$ cat config.mk
export PLATFORM = sky130hd
export DESIGN_NAME = store_buffer_align
export DESIGN_NICKNAME = d
export VERILOG_FILES = /design/src/rtl/store_buf_pkg.sv /design/src/rtl/sb_lane_align.sv /design/src/rtl/store_buffer_align.sv
export SDC_FILE = /design/constraint.sdc
export NUM_CORES = 1
export LEC_CHECK = 0
export CAP_MARGIN = 40
export CORE_MARGIN = 2
export CORE_UTILIZATION = 40
export CTS_BUF_LIST = sky130_fd_sc_hd__clkbuf_4
export CTS_CLUSTER_DIAMETER = 40
export DETAILED_ROUTE_END_ITERATION = 7
export SLEW_MARGIN = 25
export SYNTH_ARGS = -nofsm -noshare
export SYNTH_HDL_FRONTEND = slang
export SYNTH_HIERARCHICAL = 1
export SYNTH_SLANG_ARGS = --single-unit
$ cat constraint.sdc
create_clock -name clk -period 3.7 [get_ports clk]
set_clock_uncertainty 0.05 [all_clocks]
set_input_delay 0.555 -clock clk [delete_from_list [all_inputs] [get_ports clk]]
set_output_delay 0.555 -clock clk [all_outputs]
set_load 0.01 [all_outputs]
$ cat src/rtl/store_buf_pkg.sv
// Shared definitions for the store buffer / store alignment path.
// Provides the access-size encodings, the drain FSM state type and a
// helper that turns an access size into a right-justified byte mask.
package store_buf_pkg;

  localparam logic [1:0] SZ_BYTE  = 2'd0;
  localparam logic [1:0] SZ_HALF  = 2'd1;
  localparam logic [1:0] SZ_WORD  = 2'd2;
  localparam logic [1:0] SZ_DWORD = 2'd3;

  typedef enum logic [1:0] {
    S_IDLE,
    S_REQ,
    S_WAIT
  } drain_state_t;

  // Right-justified byte mask covering one access of the given size.
  function automatic logic [7:0] size_mask(input logic [1:0] size);
    logic [7:0] m;
    case (size)
      SZ_BYTE: m = 8'h01;
      SZ_HALF: m = 8'h03;
      SZ_WORD: m = 8'h0F;
      default: m = 8'hFF;
    endcase
    return m;
  endfunction

endpackage

$ cat src/rtl/sb_lane_align.sv
// Combinational lane alignment for stores (also used by the load-extract
// path). Places right-justified data onto the byte lanes selected by the
// low address bits and produces the matching byte strobes.
// Ports:
//   ofs        byte offset within the data word
//   size       access size encoding (byte/half/word/dword)
//   data       right-justified store data
//   wstrb      byte strobes for the aligned access
//   wdata      lane-aligned data
//   misaligned offset not a multiple of the size, or dword on a 32-bit bus
module sb_lane_align
  import store_buf_pkg::*;
#(
  parameter int DATA_W = 32,
  localparam int LANES = DATA_W / 8,
  localparam int OFS_W = $clog2(LANES)
) (
  input  logic [OFS_W-1:0]  ofs,
  input  logic [1:0]        size,
  input  logic [DATA_W-1:0] data,
  output logic [LANES-1:0]  wstrb,
  output logic [DATA_W-1:0] wdata,
  output logic              misaligned
);

  logic [LANES-1:0] mask;
  logic [OFS_W-1:0] align_bits;
  logic             illegal_size;

  // The alignment check reuses the size mask shifted down by one: the
  // offset bits it covers must all be zero for a naturally aligned access.
  always_comb begin
    mask         = LANES'(size_mask(size));
    align_bits   = OFS_W'(size_mask(size) >> 1);
    illegal_size = (size == SZ_DWORD) && (DATA_W == 32);
    wstrb        = mask << ofs;
    wdata        = data << {ofs, 3'b000};
    misaligned   = illegal_size || ((ofs & align_bits) != '0);
  end

endmodule

$ cat src/rtl/store_buffer_align.sv
// Store alignment and buffering between MEM stage and the data-side
// memory bridge. Aligned stores are queued in a DEPTH-entry FIFO and
// drained one at a time over a req/addr_ok/data_ok handshake; misaligned
// or illegal-size stores are accepted, dropped and reported via st_ades.
// Optional feature macro: STORE_BUF_MERGE_EN (merge same-line stores into
// the tail entry when that entry is not the one being drained).
// Ports:
//   clk, rst                   clock, synchronous active-high reset
//   st_valid/st_ready          store request handshake
//   st_size/st_addr/st_data    store request fields (data right-justified)
//   st_ades/st_badvaddr        address-error pulse and faulting address
//   mem_req/mem_addr/          head entry presented to the bridge
//   mem_wstrb/mem_wdata
//   mem_addr_ok/mem_data_ok    bridge request accept / write complete
//   sb_count/sb_empty          buffer occupancy
module store_buffer_align
  import store_buf_pkg::*;
#(
  parameter int DATA_W = 32,
  parameter int ADDR_W = 32,
  parameter int DEPTH  = 4,
  localparam int LANES = DATA_W / 8,
  localparam int OFS_W = $clog2(LANES),
  localparam int PTR_W = $clog2(DEPTH),
  localparam int CNT_W = PTR_W + 1
) (
  input  logic              clk,
  input  logic              rst,
  input  logic              st_valid,
  output logic              st_ready,
  input  logic [1:0]        st_size,
  input  logic [ADDR_W-1:0] st_addr,
  input  logic [DATA_W-1:0] st_data,
  output logic              st_ades,
  output logic [ADDR_W-1:0] st_badvaddr,
  output logic              mem_req,
  output logic [ADDR_W-1:0] mem_addr,
  output logic [LANES-1:0]  mem_wstrb,
  output logic [DATA_W-1:0] mem_wdata,
  input  logic              mem_addr_ok,
  input  logic              mem_data_ok,
  output logic [CNT_W-1:0]  sb_count,
  output logic              sb_empty
);

  logic [ADDR_W-1:0] addr_q [DEPTH];
  logic [LANES-1:0]  strb_q [DEPTH];
  logic [DATA_W-1:0] data_q [DEPTH];

  logic [PTR_W-1:0]  wr_ptr, rd_ptr, tail;
  logic [CNT_W-1:0]  count;
  drain_state_t      state;

  logic [LANES-1:0]  al_wstrb;
  logic [DATA_W-1:0] al_wdata;
  logic              al_mis;
  logic [ADDR_W-1:0] line_addr;
  logic              full, fire, merge_hit, enq, pop, remaining;

  sb_lane_align #(.DATA_W(DATA_W)) u_align (
    .ofs       (st_addr[OFS_W-1:0]),
    .size      (st_size),
    .data      (st_data),
    .wstrb     (al_wstrb),
    .wdata     (al_wdata),
    .misaligned(al_mis)
  );

  // Handshake and queue-control decode. Fullness comes from the registered
  // count, so a pop in the same cycle never opens a slot early. A merge
  // may only target the tail when that tail is not the entry currently
  // presented to or owned by the bridge.
  always_comb begin
    line_addr = {st_addr[ADDR_W-1:OFS_W], {OFS_W{1'b0}}};
    tail      = wr_ptr - PTR_W'(1);
    full      = (count == CNT_W'(DEPTH));
`ifdef STORE_BUF_MERGE_EN
    merge_hit = (count != '0) && !al_mis && (addr_q[tail] == line_addr) &&
                !((tail == rd_ptr) && (state != S_IDLE));
    st_ready  = !full || merge_hit;
`else
    merge_hit = 1'b0;
    st_ready  = !full;
`endif
    fire      = st_valid && st_ready;
    enq       = fire && !al_mis && !merge_hit;
    pop       = ((state == S_REQ) && mem_addr_ok && mem_data_ok) ||
                ((state == S_WAIT) && mem_data_ok);
    remaining = (count > CNT_W'(1)) || enq;
  end

  // Pointer and occupancy tracking; pointers wrap naturally since DEPTH
  // is a power of two.
  always_ff @(posedge clk) begin
    if (rst) begin
      wr_ptr <= '0;
      rd_ptr <= '0;
      count  <= '0;
    end else begin
      if (enq) wr_ptr <= wr_ptr + PTR_W'(1);
      if (pop) rd_ptr <= rd_ptr + PTR_W'(1);
      count <= count + CNT_W'(enq) - CNT_W'(pop);
    end
  end

  // Entry storage. A merge overwrites only the lanes the new store selects
  // and accumulates strobes so earlier bytes in the line are preserved.
  always_ff @(posedge clk) begin
    if (enq) begin
      addr_q[wr_ptr] <= line_addr;
      strb_q[wr_ptr] <= al_wstrb;
      data_q[wr_ptr] <= al_wdata;
    end else if (fire && merge_hit) begin
      strb_q[tail] <= strb_q[tail] | al_wstrb;
      for (int i = 0; i < LANES; i++) begin
        if (al_wstrb[i]) data_q[tail][8*i +: 8] <= al_wdata[8*i +: 8];
      end
    end
  end

  // Address-error reporting: one-cycle pulse after the faulting handshake,
  // with the faulting address held until the next fault.
  always_ff @(posedge clk) begin
    if (rst) begin
      st_ades     <= 1'b0;
      st_badvaddr <= '0;
    end else begin
      st_ades <= fire && al_mis;
      if (fire && al_mis) st_badvaddr <= st_addr;
    end
  end

  // Drain FSM. Only one write is outstanding; addr_ok and data_ok together
  // in REQ complete the whole transfer at once.
  always_ff @(posedge clk) begin
    if (rst) begin
      state <= S_IDLE;
    end else begin
      case (state)
        S_IDLE: if (count != '0) state <= S_REQ;
        S_REQ: begin
          if (mem_addr_ok) begin
            if (mem_data_ok) state <= remaining ? S_REQ : S_IDLE;
            else             state <= S_WAIT;
          end
        end
        S_WAIT: if (mem_data_ok) state <= remaining ? S_REQ : S_IDLE;
        default: state <= S_IDLE;
      endcase
    end
  end

  // Head fields are shown only while requesting; the head entry cannot be
  // modified once the FSM has left IDLE, so they stay stable in REQ.
  always_comb begin
    mem_req   = (state == S_REQ);
    mem_addr  = mem_req ? addr_q[rd_ptr] : '0;
    mem_wstrb = mem_req ? strb_q[rd_ptr] : '0;
    mem_wdata = mem_req ? data_q[rd_ptr] : '0;
    sb_count  = count;
    sb_empty  = (count == '0);
  end

endmodule
==> key figures <==
Synthesis
  – Leading area contributor after synthesis: edfxtp_1
  – Share of the synthesized area in the top cell type: 0.644
  – Register bit total from synthesis: 308
  – Mean area per synthesized cell: between 15 and 20 sq um
  – Ranking of synthesized cells by area: edfxtp_1, mux4_2, dfxtp_1
  – Register area share after synthesis: 0.715
  – Synth unique cells: 35
  – Ys Warns: 6
  – Syn Inst Count: between 700 and 800
  – Synthesized cell area: between 0.01 and 0.015 sq mm

Global route
  – GRT Util Overall: 0.171
  – Vias in the first global route: between 7000 and 8000
  – Largest net degree at the start of global routing: 45
  – First-pass GRT wire length: between 40000 and 50000 um
  – Grt ovf: 0
  – Antenna violations before repair: 2

Timing
  – Relative slew slack: 0.489
  – Setup TNS: 0 ps
  – Fin. Hold Viols: 0
  – Final Max Tran Viols: 0
  – F_max: around 300 MHz
  – Setup violations, final: 0
  – Final Critical Period: about 3400 ps
  – Worst hold slack: approximately 270 ps
  – RSZ-0062 raised after global routing: false
  – Worst Max-Slew Pin Slew: between 700 and 800 ps
  – Final Cycle Share: 0.913

Setup path
  – Reg-to-Reg Start: sb_count[2]
  – Crit Path Class: reg2out
  – Worst setup SP type: flip-flop
  – Crit-path max FO: 17
  – Crit path arrival time: 2770 ps
  – Worst EP required: between 3000 and 4000 ps
  – Slowest-stage cell, CP: dfxtp_4
  – Crit-path cells: buf_4 > mux4_2 > and2_1 > clkdlybuf4s50_1
  – Crit end category: output pin
  – CP peak stage delay: 580 ps

Detailed routing
  – Drt first-iter violations: approximately 350
  – DRC: 0
  – Drt pass-1 iters: 5
  – Wire per inst: roughly 20 um
  – Routed Antenna Nets: 0
  – Final WL: around 27000 um
  – Via count: ~7000
  – Vias per cell: 5.04

Power
  – Peak supply drop: 315 uV
  – Leak: ~5.2 nW
  – PD cells: about 540 mW/mm^2
  – Pwr Total: between 8 and 9 mW

Clock network
  – Clock sink count: ~310
  – CTS Buf Count: 80
  – Clock Tree Buf Depth: 3
  – Worst-Skew Late Latency: roughly 640 ps
  – Gates resized, CTS repair: 0
  – Cts hold-fix bufs: 0
  – CTS tree: built
  – Buffer count from post-CTS setup fixing: 0
  – H-tree Lvls: 3
  – Root buffer cell: clkbuf_4
  – Reg clk slew, reported paths: 60 ps

Layout
  – Commonest non-fill, non-tap cell in the layout: edfxtp_1
  – Nets: slightly above 1000
  – Storage element area: approximately 0.0088 sq mm
  – Most frequent cells in the layout: edfxtp_1, clkdlybuf4s50_1, clkbuf_4, and2_1, mux4_2
  – Area growth, synth to finish: 26.1%
  – # fillers: approximately 2600
  – Multi-input combinational cell area: 0.00321 sq mm
  – # diodes: 0
  – Fraction of layout cells with a size suffix above 1: 0.223

Floorplanning
  – Die Area: around 0.032 sq mm
  – Total core area: roughly 0.03 sq mm
  – Num rows: between 60 and 70
  – Die Wd: approximately 180 um
  – Die height: ~180 um
  – Initial Util: 0.405
  – Top Ports: ~180

Placement
  – DPL Wire Length: ~17000 um
  – Port Buffers: approximately 180
  – Routability Congestion: slightly above 0.7

Job
  – Max_cap viols: 0

Worst hold path
  – Hold crit path type: in2reg
  – Beginning of the worst hold path: rst

Outcome
  – Outcome: complete, no violations
[routing by layer]
layer,track usage,share of wire,vias up
met5,0,0.00099,-
met4,0.0598,0.024,4
met3,0.0594,0.081,56
met2,0.275,0.47,259
met1,0.215,0.42,3482
li1,-,-,3197
[layout make-up]
cell class | instances | area share
Clock buffer | 114 | 0.0551
Clock inverter | 22 | 0.00733
Inverter | 8 | 0.00193
Multi-Input combinational cell | 344 | 0.207
Sequential cell | 308 | 0.568
Tap cell | 396 | 0.0319
Timing Repair Buffer | 196 | 0.129
[worst max-delay path: cells and delay by family (launching register included)]
family        cells  cell delay, ps
buf+inv           2             820
flops             1             580
mux               1             530
simple gates      1             200
[cells in the mapped netlist (all sizes together)]
| master | n |
|---|---|
| a211oi | 1 |
| a21oi | 34 |
| and2 | 78 |
| and2b | 1 |
| and3 | 1 |
| and3b | 2 |
| buf | 28 |
| clkbuf | 15 |
| conb | 1 |
| dfxtp | 44 |
| edfxtp | 264 |
| fa | 1 |
| ha | 7 |
| inv | 8 |
| mux2i | 33 |
| mux4 | 66 |
| nand2 | 65 |
| nand2b | 2 |
| nand3 | 1 |
| nor2 | 20 |
| nor2b | 5 |
| nor3 | 3 |
| o211ai | 2 |
| o21a | 1 |
| o21ai | 3 |
| o221ai | 1 |
| o22a | 1 |
| o2bb2ai | 9 |
| or3b | 1 |
| xnor2 | 2 |
| xor2 | 2 |
[path summary, 6_finish.rpt]
path | end | slack, ps | cells past startpoint
worst max-delay path | mem_addr[2] | 320 | 4
worst min-delay path | st_badvaddr[8] | 270 | 2
worst max register to register | sb_count[2] | 1380 | 10
worst min register to register | st_badvaddr[31] | 400 | 2
[flip-flops by register name (all words and copies together) (netlist names), named ones only]
register,flops
addr_q,120
data_q,128
rd_ptr,2
sb_count,3
st_ades,1
st_badvaddr,32
state,2
strb_q,16
wr_ptr,2
[kinds of logic (layout without fill, tap and decap cells)]
kind of cell | after synthesis | after routing | synth area share
DFF | 308 | 308 | 0.715
and+or+nand+nor | 179 | 179 | 0.0746
muxes | 99 | 99 | 0.147
AOI/OAI and AO/OA | 52 | 52 | 0.0257
buffers and inverters | 51 | 340 | 0.0253
adders and majority gates | 8 | 8 | 0.00874
xor gates and xnor gates | 4 | 4 | 0.00284
other | 1 | 2 | 0.000304
[power breakdown]
group	internal [mW]	total (mW)	switching, mW
sequential	3.97	4.06	0.0869
clock	1.48	2.76	1.28
combinational	0.826	1.58	0.752
total	6.28	8.39	2.12
[per-stage QoR]
stage / cells / worst slack [ps] / util / cell area [sq um]
after floorplan: 703 / 204 / - / 12300
after global placement: 1250 / 638 / 0.477 / 14500
after detailed placement: 1252 / 661 / 0.479 / 14600
after CTS: 1388 / 215 / 0.510 / 15500
after global routing: 1388 / 137 / 0.510 / 15500
final: 1388 / 323 / 0.510 / 15500
No activity file was read; power rests on OpenSTA's default activity.
